==> config.mk <==
export PLATFORM = sky130hd
export DESIGN_NAME = ifetch
export DESIGN_NICKNAME = d
export VERILOG_FILES = /design/src/rtl/ifetch.sv
export SDC_FILE = /design/constraint.sdc
export NUM_CORES = 1
export LEC_CHECK = 0
export CORE_ASPECT_RATIO = 1.5
export CORE_MARGIN = 2
export CORE_UTILIZATION = 48
export CTS_BUF_LIST = sky130_fd_sc_hd__clkbuf_4
export DETAILED_ROUTE_END_ITERATION = 6
export PLACE_DENSITY = 0.78
export SYNTH_ARGS = -nofsm -noshare
export SYNTH_HDL_FRONTEND = slang
export SYNTH_SLANG_ARGS = --single-unit
==> constraint.sdc <==
create_clock -name clk -period 3.27 [get_ports clk]
set_input_delay 0.327 -clock clk [delete_from_list [all_inputs] [get_ports clk]]
set_output_delay 0.327 -clock clk [all_outputs]
set_load 0.02 [all_outputs]
==> src/rtl/ifetch.sv <==
// ifetch: SISC fetch stage -- fetch PC, single-outstanding imem req/ack, prefetch FIFO, branch flush.
// Define IFETCH_HALT_EN to stop fetching after an HLT word (ir[31:28] == 4'hF) is buffered.
module ifetch #(
  parameter int ADDR_W = 16,
  parameter int DEPTH  = 2
) (
  input  logic              clk,
  input  logic              rst_f,
  output logic              imem_req,
  output logic [ADDR_W-1:0] imem_addr,
  input  logic              imem_ack,
  input  logic [31:0]       imem_data,
  input  logic              br_taken,
  input  logic [ADDR_W-1:0] br_target,
  input  logic              ir_take,
  output logic [31:0]       ir,
  output logic [ADDR_W-1:0] pc,
  output logic              ir_valid,
  output logic              halted
);

  // Handshakes: imem_req/imem_addr rise together and hold until an edge where imem_ack is high;
  // an ack while imem_req is low is ignored. ir/pc transfer on every edge where ir_valid && ir_take.
  localparam int PW = $clog2(DEPTH);
  localparam int CW = $clog2(DEPTH) + 1;

  typedef enum logic [1:0] {IDLE, REQ, DROP} state_t;

  state_t            state, state_next;
  logic [ADDR_W-1:0] fpc, fpc_next, fpc_inc, req_addr, req_addr_next;
  logic [31:0]       fifo_word [DEPTH];
  logic [ADDR_W-1:0] fifo_addr [DEPTH];
  logic [PW-1:0]     rd_ptr, wr_ptr;
  logic [CW-1:0]     count, count_next;
  logic              push, pop, room, run, hlt_push, halted_q;

  assign push       = (state == REQ) && imem_ack && !br_taken;
  assign pop        = ir_take && ir_valid && !br_taken;
  assign count_next = count + CW'(push) - CW'(pop);
  assign room       = count_next < CW'(DEPTH);
  assign fpc_inc    = fpc + ADDR_W'(1);

  assign imem_req  = (state != IDLE);
  assign imem_addr = req_addr;
  assign ir_valid  = (count != '0);
  assign ir        = ir_valid ? fifo_word[rd_ptr] : 32'h0;
  assign pc        = ir_valid ? fifo_addr[rd_ptr] : '0;

`ifdef IFETCH_HALT_EN
  assign hlt_push = push && (imem_data[31:28] == 4'hF);

  always_ff @(posedge clk) begin
    if (rst_f)         halted_q <= 1'b0;
    else if (br_taken) halted_q <= 1'b0;
    else if (hlt_push) halted_q <= 1'b1;
  end
`else
  assign hlt_push = 1'b0;
  assign halted_q = 1'b0;
`endif

  assign halted = halted_q;

  always_comb begin
    state_next    = state;
    fpc_next      = fpc;
    req_addr_next = req_addr;
    if (br_taken) begin
      fpc_next = br_target;
      // An unacked request cannot be withdrawn, so it is drained in DROP first.
      if (state == IDLE || imem_ack) begin
        state_next    = REQ;
        req_addr_next = br_target;
      end else begin
        state_next = DROP;
      end
    end else begin
      case (state)
        IDLE: begin
          if (run && !halted_q && room) begin
            state_next    = REQ;
            req_addr_next = fpc;
          end
        end
        REQ: begin
          if (imem_ack) begin
            fpc_next = fpc_inc;
            if (room && !hlt_push) req_addr_next = fpc_inc;
            else                   state_next    = IDLE;
          end
        end
        DROP: begin
          if (imem_ack) begin
            state_next    = REQ;
            req_addr_next = fpc;
          end
        end
        default: state_next = IDLE;
      endcase
    end
  end

  // run holds fetch off for the first cycle after reset release.
  always_ff @(posedge clk) begin
    if (rst_f) begin
      state    <= IDLE;
      fpc      <= '0;
      req_addr <= '0;
      count    <= '0;
      rd_ptr   <= '0;
      wr_ptr   <= '0;
      run      <= 1'b0;
    end else begin
      state    <= state_next;
      fpc      <= fpc_next;
      req_addr <= req_addr_next;
      run      <= 1'b1;
      if (br_taken) begin
        count  <= '0;
        rd_ptr <= '0;
        wr_ptr <= '0;
      end else begin
        count <= count_next;
        if (push) wr_ptr <= wr_ptr + PW'(1);
        if (pop)  rd_ptr <= rd_ptr + PW'(1);
      end
    end
  end

  always_ff @(posedge clk) begin
    if (push) begin
      fifo_word[wr_ptr] <= imem_data;
      fifo_addr[wr_ptr] <= req_addr;
    end
  end

endmodule

==> run metrics, run 1 <==
run status complete, no violations; half-perimeter wire length of the detailed placement result 8780 um; number of enable-type register cells in the synthesized netlist 96; remaining design rule violation count 0; hold path startpoint imem_data[29]; synth unique cells 56; cells traversed along the worst timing path nor2b_1, nand3_1, ha_1, inv_1, ha_1, xor3_1, o21ai_1, nand3_1, buf_4, o41ai_1; worst voltage drop across the vdd grid 0.197 mV; number of max-cap violations 0; global-route usage over all layers 0.199; height of the chip 139 um; area delta synth->final 28.7%; Final setup viols 0; share of synthesized registers carrying an async set or reset 0; DRT antenna net count 0; Initial Util 0.488; crit path max fanout 13; global route total overflow 0; proportion of layout cells with a drive suffix above 1 0.0945; required time of the critical path 3.69 ns; vias per inst 5.40; overall routed net length 12700 um; fmax 0.346 GHz; actual transition at the worst max-transition pin 0.627 ns; dominant cells by area after synthesis sky130_fd_sc_hd__edfxtp_1 (49%), sky130_fd_sc_hd__dfxtp_1 (14%), sky130_fd_sc_hd__mux2i_1 (8.4%), sky130_fd_sc_hd__nor2_1 (4.7%), sky130_fd_sc_hd__xor2_1 (2.1%); Overall Power 3.52 mW; global-route wire length before repair 20000 um; period utilization 0.885; ports placed on the boundary 120; area of the mapped netlist 5840 um^2; count of buffers inserted at the top-level ports 118; sequential fraction of the synthesis area 0.631; family with the most delay on the worst path simple AND/OR/NAND/NOR gates; clock insertion delay at the later pin of the skew report 0.52 ns; delay of the slowest cell on the worst path 0.42 ns; Relative slew margins 0.579; Buffers & Inverters on Critical Path 2; top_reg_cell synth sky130_fd_sc_hd__edfxtp_1; post-CTS setup buffer count 0; CTS Buffer Depth 2; buffer type at the clock tree root sky130_fd_sc_hd__clkbuf_4; worst slack after detailed placement 0.160 ns; die width 94.1 um; via count 4091; internal reg-to-reg setup slack 0.38 ns; classification of the worst-slack hold path in -> reg; CTS buffer count 17; number of antenna violations at the first check in global routing 1; via count of the first global-routing pass 4044; CTS sink cnt 136; Setup Crit Path Kind reg -> reg; top cell type by total area after synthesis sky130_fd_sc_hd__edfxtp_1; P per Cell Area 468 nW/um^2; CTS Hold Bufs 0; average cell area after synthesis 12.3 um^2; total iterations of the first detailed-routing run 5; count of state elements after synthesis 136; worst r2r src state[1]; average wire per cell in the routed design 16.8 um; placer's final routability congestion estimate 0.891; Core Footprint 12000 um^2; kind of start point of the critical path flop; largest net degree at the start of global routing 49; synthesized net count 529; setup ws final 0.377 ns; clock tree from TritonCTS done; critical path data arrival time 3.31 ns; standby leakage power 2.50 nW; launching instance or port of the critical path state[1]; cell with the largest stage delay on the worst path sky130_fd_sc_hd__dfxtp_1; violation count after the first detailed-routing iteration 187; final worst path period need 2.89 ns; fraction of synthesized cell area taken by the top area cell type 0.494; Slew Viols, Final 0; net count of the finished layout 646; H-tree levels 4; worst-case clock skew 0.0158 ns; Die ar. 13100 um^2; Fin. Hold Viols 0; yosys synthesis warning count 0; cells after synthesis 473; unrepaired setup endpoints after global routing no; number of placement rows 49; Worst-path clk slew 0.12 ns; endpoint type of the worst setup path flop; setup tns final 0 ns; post-cts resize count 0
==> placed cells by master, fill, tap and decap left out, types with 3 or more instances in the layout <==
cell type                         netlist  final
sky130_fd_sc_hd__clkdlybuf4s50_1        0    118
sky130_fd_sc_hd__edfxtp_1              96     96
sky130_fd_sc_hd__nor2_1                73     70
sky130_fd_sc_hd__mux2i_1               49     49
sky130_fd_sc_hd__dfxtp_1               40     39
sky130_fd_sc_hd__nand2_1               26     26
sky130_fd_sc_hd__clkbuf_4               0     18
sky130_fd_sc_hd__a21oi_1               15     15
sky130_fd_sc_hd__xor2_1                14     14
sky130_fd_sc_hd__xnor2_1               13     13
sky130_fd_sc_hd__nor3_1                11     11
sky130_fd_sc_hd__buf_4                  2     11
sky130_fd_sc_hd__nand3_1               10     10
sky130_fd_sc_hd__inv_1                  6      6
sky130_fd_sc_hd__nand2b_1               6      6
sky130_fd_sc_hd__o21ai_0                6      6
sky130_fd_sc_hd__o211ai_1               6      6
sky130_fd_sc_hd__o21a_1                 5      5
sky130_fd_sc_hd__nand4_1                5      5
sky130_fd_sc_hd__or3_1                  4      4
sky130_fd_sc_hd__a211oi_1               4      4
sky130_fd_sc_hd__a31o_1                 4      4
sky130_fd_sc_hd__bufinv_16              0      4
sky130_fd_sc_hd__clkinvlp_4             0      4
sky130_fd_sc_hd__nor2_4                 0      3
sky130_fd_sc_hd__clkinv_1               1      3
sky130_fd_sc_hd__and3_1                 3      3
sky130_fd_sc_hd__a311oi_1               3      3
sky130_fd_sc_hd__a211o_1                3      3
sky130_fd_sc_hd__a2111oi_0              3      3
sky130_fd_sc_hd__ha_1                   3      3
sky130_fd_sc_hd__clkinv_2               0      3
==> worst reg2reg max path: cells and delay by family (launching register included) <==
family                   cells  cell delay [ns]
AND/OR/NAND/NOR              3             0.70
adder cells (fa/ha/maj)      2             0.49
flip-flops                   1             0.42
XOR/XNOR                     1             0.27
AO/OA/AOI/OAI                2             0.53
buffers and inverters        2             0.38
==> cell usage after synthesis (3+ instances only) <==
master and instances:
sky130_fd_sc_hd__edfxtp_1 96, sky130_fd_sc_hd__nor2_1 73, sky130_fd_sc_hd__mux2i_1 49, sky130_fd_sc_hd__dfxtp_1 40, sky130_fd_sc_hd__nand2_1 26, sky130_fd_sc_hd__clkbuf_1 19
sky130_fd_sc_hd__a21oi_1 15, sky130_fd_sc_hd__xor2_1 14, sky130_fd_sc_hd__xnor2_1 13, sky130_fd_sc_hd__nor3_1 11, sky130_fd_sc_hd__nand3_1 10, sky130_fd_sc_hd__buf_2 6
sky130_fd_sc_hd__inv_1 6, sky130_fd_sc_hd__nand2b_1 6, sky130_fd_sc_hd__o211ai_1 6, sky130_fd_sc_hd__o21ai_0 6, sky130_fd_sc_hd__nand4_1 5, sky130_fd_sc_hd__o21a_1 5
sky130_fd_sc_hd__a211oi_1 4, sky130_fd_sc_hd__a31o_1 4, sky130_fd_sc_hd__buf_1 4, sky130_fd_sc_hd__or3_1 4, sky130_fd_sc_hd__a2111oi_0 3, sky130_fd_sc_hd__a211o_1 3
sky130_fd_sc_hd__a311oi_1 3, sky130_fd_sc_hd__and3_1 3, sky130_fd_sc_hd__ha_1 3
==> per-stage QoR <==
stage	std cells	instance area, um^2	util	hold WS [ns]
floorplan	473	5840	-	0.426
finish	757	7510	0.629	0.384
CTS	756	7510	0.628	0.342
detailed placement	724	7200	0.602	0.480
global placement	724	7200	0.602	0.467
global route	757	7510	0.629	0.342
==> registers in the layout, indices dropped and copies added (netlist names), named ones only <==
name / cells
state: 2
imem_addr: 16
wr_ptr: 1
fpc: 16
count: 2
rd_ptr: 1
fifo_addr: 32
fifo_word: 64
run: 1
==> cells by family (layout without fill, tap and decap cells) <==
group	count (synthesis)	after routing	synth area share
AOI/OAI and AO/OA	62	62	0.0763
xor gates and xnor gates	28	28	0.0446
adders and majority gates	3	3	0.00643
buffers and inverters	39	169	0.0289
DFF	136	136	0.631
muxes	49	49	0.0840
other	1	2	0.000642
and+or+nand+nor	155	155	0.128
==> layer usage <==
metal	wire (um)	vias up	track usage
li1	-	1959	-
met1	4770	1959	0.219
met2	6890	148	0.358
met3	754	25	0.0451
met4	278	0	0.0862
met5	0	-	0
==> final cells by class <==
cell class | count | area [um^2]
fill | 934 | 4440
sequential | 136 | 3680
multi-input combinational | 298 | 2010
timing repair buffer | 130 | 1280
tap | 153 | 191
clock inverter | 14 | 181
clock buffer | 18 | 135
inverter | 7 | 26.3
antenna | 1 | 2.50
==> power breakdown <==
group	leakage (nW)	internal [mW]	switching, mW
Sequential	1.21	1.91	0.0572
Combinational	1.13	0.180	0.183
Clock	0.159	0.606	0.585
Total	2.50	2.69	0.825
==> path summary, 6_finish.rpt <==
path,to,depth (start not counted)
worst max register to register,imem_addr[13],10
worst max-delay path,imem_addr[13],10
worst min-delay path,fifo_word[0][29],1
worst min register to register,imem_addr[5],2
Power figures use the tool's default switching activity.
==> run 2: changes to the inputs <==
CORE_MARGIN = 10   (was 2)
==> run 2 against run 1 <==
  * Final cell count unchanged
  * Sequential share of layout area decreased by 0.11 points
  * Critical path depth rose by 1
  * Clock power about the same
  * Sequential power barely moved
  * Fmax up 5.9%
  * Register-to-register slack improved by 0.16 ns
  * Final area rose by 0.22%
  * Critical path type unchanged
==> run metrics, run 2 (synthesized netlist as in run 1, its figures left out) <==
run status complete, no violations; Slew Viols, Final 0 (unchanged); required time of the critical path 3.73 ns (+0.04 ns); net count of the finished layout 647 (+0.15%); via count of the first global-routing pass 4120 (+1.9%); largest register by flop count fifo_word; number of flip-flops under the largest register name 64 (unchanged); post-cts resize count 0 (unchanged); family with the most delay on the worst path compound AO/OA/AOI/OAI gates; average wire per cell in the routed design 17.3 um (+3.0%); overall routed net length 13100 um (+3.0%); CTS Hold Bufs 0 (unchanged); buffer type at the clock tree root sky130_fd_sc_hd__clkbuf_4; Worst-path clk slew 0.12 ns (about the same); period utilization 0.835 (-0.0495); H-tree levels 4 (unchanged); worst-case clock skew 0.0207 ns (+0.00493 ns); Initial Util 0.488 (unchanged); count of buffers inserted at the top-level ports 118 (unchanged); global-route wire length before repair 20400 um (+2.1%); Overall Power 3.54 mW (+0.63%); CTS Buffer Depth 2 (unchanged); finished layout cell area 7530 um^2 (+0.22%); unrepaired setup endpoints after global routing no; leading registers by flop count fifo_word (64), fifo_addr (32); Die ar. 17100 um^2 (+30%); via count 3985 (-2.6%); area delta synth->final 29.0%; delay of the slowest cell on the worst path 0.48 ns (+0.06 ns); clock insertion delay at the later pin of the skew report 0.51 ns (about the same); CTS buffer count 17 (unchanged); number of max-cap violations 0 (unchanged); post-CTS setup buffer count 0 (unchanged); fmax 0.366 GHz (+5.9%); number of placement rows 49 (unchanged); ports placed on the boundary 120 (unchanged); violation count after the first detailed-routing iteration 235 (+26%); commonest non-fill, non-tap cells in the layout sky130_fd_sc_hd__clkdlybuf4s50_1 (118), sky130_fd_sc_hd__edfxtp_1 (96), sky130_fd_sc_hd__nor2_1 (70); remaining design rule violation count 0 (unchanged); endpoint type of the worst setup path flop; height of the chip 155 um (+12%); die width 110 um (+17%); critical path data arrival time 3.19 ns (-0.12 ns); global-route usage over all layers 0.154 (-0.0448); diode insertion count for antenna repair 0 (-1); clock tree from TritonCTS done; placer's final routability congestion estimate 0.852 (-4.4%); cell with the largest stage delay on the worst path sky130_fd_sc_hd__a2111oi_0; CTS sink cnt 136 (unchanged); largest net degree at the start of global routing 49 (unchanged); Final setup viols 0 (unchanged); Fin. Hold Viols 0 (unchanged); global route total overflow 0 (unchanged); standby leakage power 2.51 nW (+0.49%); DRT antenna net count 0 (unchanged); Buffers & Inverters on Critical Path 2 (unchanged); cells traversed along the worst timing path nor2b_1, nand3_1, ha_1, inv_1, ha_1, xor3_1, o21ai_1, nand3_1, buf_4, a2111oi_0, a31o_1; kind of start point of the critical path flop; final worst path period need 2.73 ns (-0.162 ns); total cell area at the placement stage 7200 um^2 (+0.10%); number of antenna violations at the first check in global routing 0 (-1); classification of the worst-slack hold path in -> reg; worst voltage drop across the vdd grid 0.217 mV (+10%); actual transition at the worst max-transition pin 0.618 ns (-0.00996 ns); Setup Crit Path Kind reg -> reg; final core occ 0.630 (+0.00136); vias per inst 5.26 (-2.6%); crit path max fanout 21 (+8); P per Cell Area 470 nW/um^2 (+0.42%); Core Footprint 12000 um^2 (unchanged); internal reg-to-reg setup slack 0.54 ns (+0.16 ns); proportion of layout cells with a drive suffix above 1 0.0977 (+0.00315); half-perimeter wire length of the detailed placement result 9440 um (+7.5%); Relative slew margins 0.586 (+0.00668); commonest non-fill, non-tap cell in the layout sky130_fd_sc_hd__clkdlybuf4s50_1; total iterations of the first detailed-routing run 4 (-1)
==> run 2: worst paths after layout <==
kind,start,endpoint,cells after the start
max reg2reg,state[1],imem_addr[6],11
max,state[1],imem_addr[6],11
min reg2reg,imem_addr[1],imem_addr[1],2
min,imem_data[9],fifo_word[1][9],1
==> run 2: metrics by stage <==
stage | hold slack [ns] | setup TNS (ns) | setup slack [ns] | std cells
global route | 0.327 | 0 | 0.243 | 757
finish | 0.394 | 0 | 0.539 | 757
detailed placement | 0.473 | 0 | 0.294 | 725
floorplan | 0.426 | -28.99 | -0.302 | 473
global placement | 0.468 | 0 | 0.426 | 725
CTS | 0.336 | 0 | 0.558 | 757
==> run 2: per-layer routing <==
layer,up-vias,track usage,routed length (um)
met5,-,0,0
met4,0,0.0734,292
met3,22,0.0401,884
met2,125,0.271,6910
met1,1879,0.163,4980
li1,1959,-,-
==> run 2: power breakdown <==
group / internal, mW / leakage (nW) / switching (mW)
Clock: 0.611 / 0.166 / 0.601
Combinational: 0.180 / 1.13 / 0.186
Sequential: 1.91 / 1.21 / 0.0555
Total: 2.70 / 2.51 / 0.842
==> run 2: final cells by class <==
type,instances,area (um^2)
Tap cell,153,191
Sequential cell,136,3680
Multi-Input combinational cell,298,2010
Fill cell,930,4420
Clock inverter,15,200
Inverter,7,26.3
Clock buffer,17,128
Timing Repair Buffer,131,1290
==> patch, RTL diff (settings of run 1) <==
`DEPTH`: 2 -> 4.
--- a/src/rtl/ifetch.sv
+++ b/src/rtl/ifetch.sv
@@ -2,7 +2,7 @@
 // Define IFETCH_HALT_EN to stop fetching after an HLT word (ir[31:28] == 4'hF) is buffered.
 module ifetch #(
   parameter int ADDR_W = 16,
-  parameter int DEPTH  = 2
+  parameter int DEPTH  = 4
 ) (
   input  logic              clk,
   input  logic              rst_f,
Behaviour: not the same (Yosys sat finds a counterexample within 4 cycles, from zero or initial values and one cycle with rst_f high).
==> patch against run 1 <==
Synthesized cell count up 26%. Synthesized area up 65%. Global-route usage down 1.9 points. Total power up 69%. Count of clock-buffer cells in the layout up 49. Cell area up 58%. Worst setup slack worse by 0.20 ns. Utilization down 2.6 points. Sequential cell count up 100. Final cell count up 39%. Sequential share of layout area up 6.9 points. Wire length up 51%. First-iteration DRC count up 96%.
==> patch: results (changes against run 1) <==
- Outcome: complete, no violations
- Top cells by area, synth: edfxtp_1 (60%), mux4_2 (11%), dfxtp_1 (9.1%), nor2b_1 (3.4%), xnor2_1 (1.8%)
- CTS Buffer Depth: 3 (+1)
- Comb pwr share: 7.5% (-2.8 points)
- P_int: 4600 uW (+71%)
- Register area share after synthesis: 68.9% (+5.8 points)
- Placed instance area: 0.0112 mm2 (+56%)
- Largest regs: fifo_word: 128 flops, fifo_addr: 64 flops
- H-tree depth: 2 (-2)
- Final worst slack: 0.173 ns (-0.204 ns)
- Leakage: 0.00390 uW (+56%)
- Worst skew pair latency: 0.64 ns (+0.12 ns)
- Capturing point of the worst reg2reg path: imem_addr[0]$_SDFFE_PP0P_
- Met1 Usage GRT: 21.0% (-0.83 points)
- Post-synth top cells: edfxtp_1 (192), nor2b_1 (52), mux4_2 (48)
- Clk pwr share: 35.6% (+1.7 points)
- Drt initial violations: 367 (+96%)
- Layout cells sized above 1: 20.2% (+11 points)
- Critical-path maximum fanout: 8 (-5)
- Vias in the first global route: 5949 (+47%)
- TritonRoute pass-1 iters: 4 (-1)
- Post-Place Worst Slack: -0.151 ns (-0.312 ns)
- Layout net count: 813 (+26%)
- Mapped Nets: 656 (+24%)
- Largest net degree at the start of global routing: 50 (+2.0%)
- Cell chosen for the clock root: clkbuf_4
- Global Route Usage Sum: 18.0% (-1.9 points)
- Clock-pin slew on the worst setup and hold paths: 0.07 ns (-0.05 ns)
- Vias per inst: 5.39 (-0.24%)
- Clk_skew: 0.0509 ns (+0.0351 ns)
- Max-slew headroom: 45.4% (-13 points)
- CTS Buf Count: 52 (+35)
- Number of synthesized flops with an enable pin: 192 (+100%)
- Routed wire per std cell: 18.1 um (+8.3%)
- FF-to-FF path depth: 13 (+3)
- Worst vdd ir: 0.223 mV (+13%)
- Cell variety after synth: 46 (-18%)
- Post-detail-place hpwl: 12200 um (+39%)
- Final GP Congestion: 0.867 (-2.7%)
- Critical path arrival: 3.62 ns (+0.31 ns)
- GR Util met3: 3.18% (-1.3 points)
- CP Class: reg2reg
- Slowest cell on crit path: or3_1
- Largest stage delay, worst path: 0.52 ns (+0.10 ns)
- Total wire length: 19100 um (+51%)
- First-pass GRT wire length: 30000 um (+50%)
- Placed insts: 958 (+32%)
- Synth Instances: 595 (+26%)
- Critical path origin: state[0]$_SDFFE_PP0P_
- Clk power: 2120 uW (+78%)
- GR met2 Demand/Resource: 33.2% (-2.6 points)
## patch: critical path: cells and delay by family, from the launching register on
kind	cells	cell delay (ns)
fa+ha+maj	3	0.82
simple gates	4	0.92
compound gates	3	0.54
xor+xnor	1	0.33
buf+inv	2	0.09
flops	1	0.34
## patch: layout make-up
| class | count | area [um2] |
|---|---|---|
| Inverter | 12 | 45.0 |
| Tap cell | 260 | 325 |
| Clock inverter | 27 | 141 |
| Timing Repair Buffer | 137 | 1390 |
| Multi-Input combinational cell | 313 | 2830 |
| Fill cell | 1541 | 7820 |
| Clock buffer | 67 | 503 |
| Antenna cell | 1 | 2.50 |
| Sequential cell | 236 | 6650 |
## patch: worst min path at each step
stage                                 from                    endpoint  slack (ns)  cells past startpoint
detailed placement  wr_ptr[1]$_SDFFE_PP0P_      wr_ptr[1]$_SDFFE_PP0P_        0.49                      2
finish                       imem_data[12]  fifo_word[3][12]$_DFFE_PP_        0.34                      1
floorplan                            rst_f   imem_addr[0]$_SDFFE_PP0P_        0.39                      1
CTS                          imem_data[12]  fifo_word[3][12]$_DFFE_PP_        0.28                      1
global route                 imem_data[12]  fifo_word[3][12]$_DFFE_PP_        0.29                      1
global placement    wr_ptr[1]$_SDFFE_PP0P_      wr_ptr[1]$_SDFFE_PP0P_        0.48                      2
## patch: logic make-up (layout without fill, tap and decap cells)
kind of cell	Yosys count	after routing	share of synthesized area, %
AO/OA/AOI/OAI	58	58	4.13
AND/OR/NAND/NOR	165	165	9.38
XOR/XNOR	27	27	2.62
multiplexers	54	54	11.8
adder cells (fa/ha/maj)	8	8	1.12
flip-flops	236	236	68.9
buffers and inverters	46	243	1.96
other	1	2	0.0389
## patch: routing by layer
layer / vias up / share of wire, %
li1: 2623 / -
met1: 2846 / 39
met4: 0 / 1.5
met2: 182 / 54
met5: - / 0
met3: 26 / 5.2
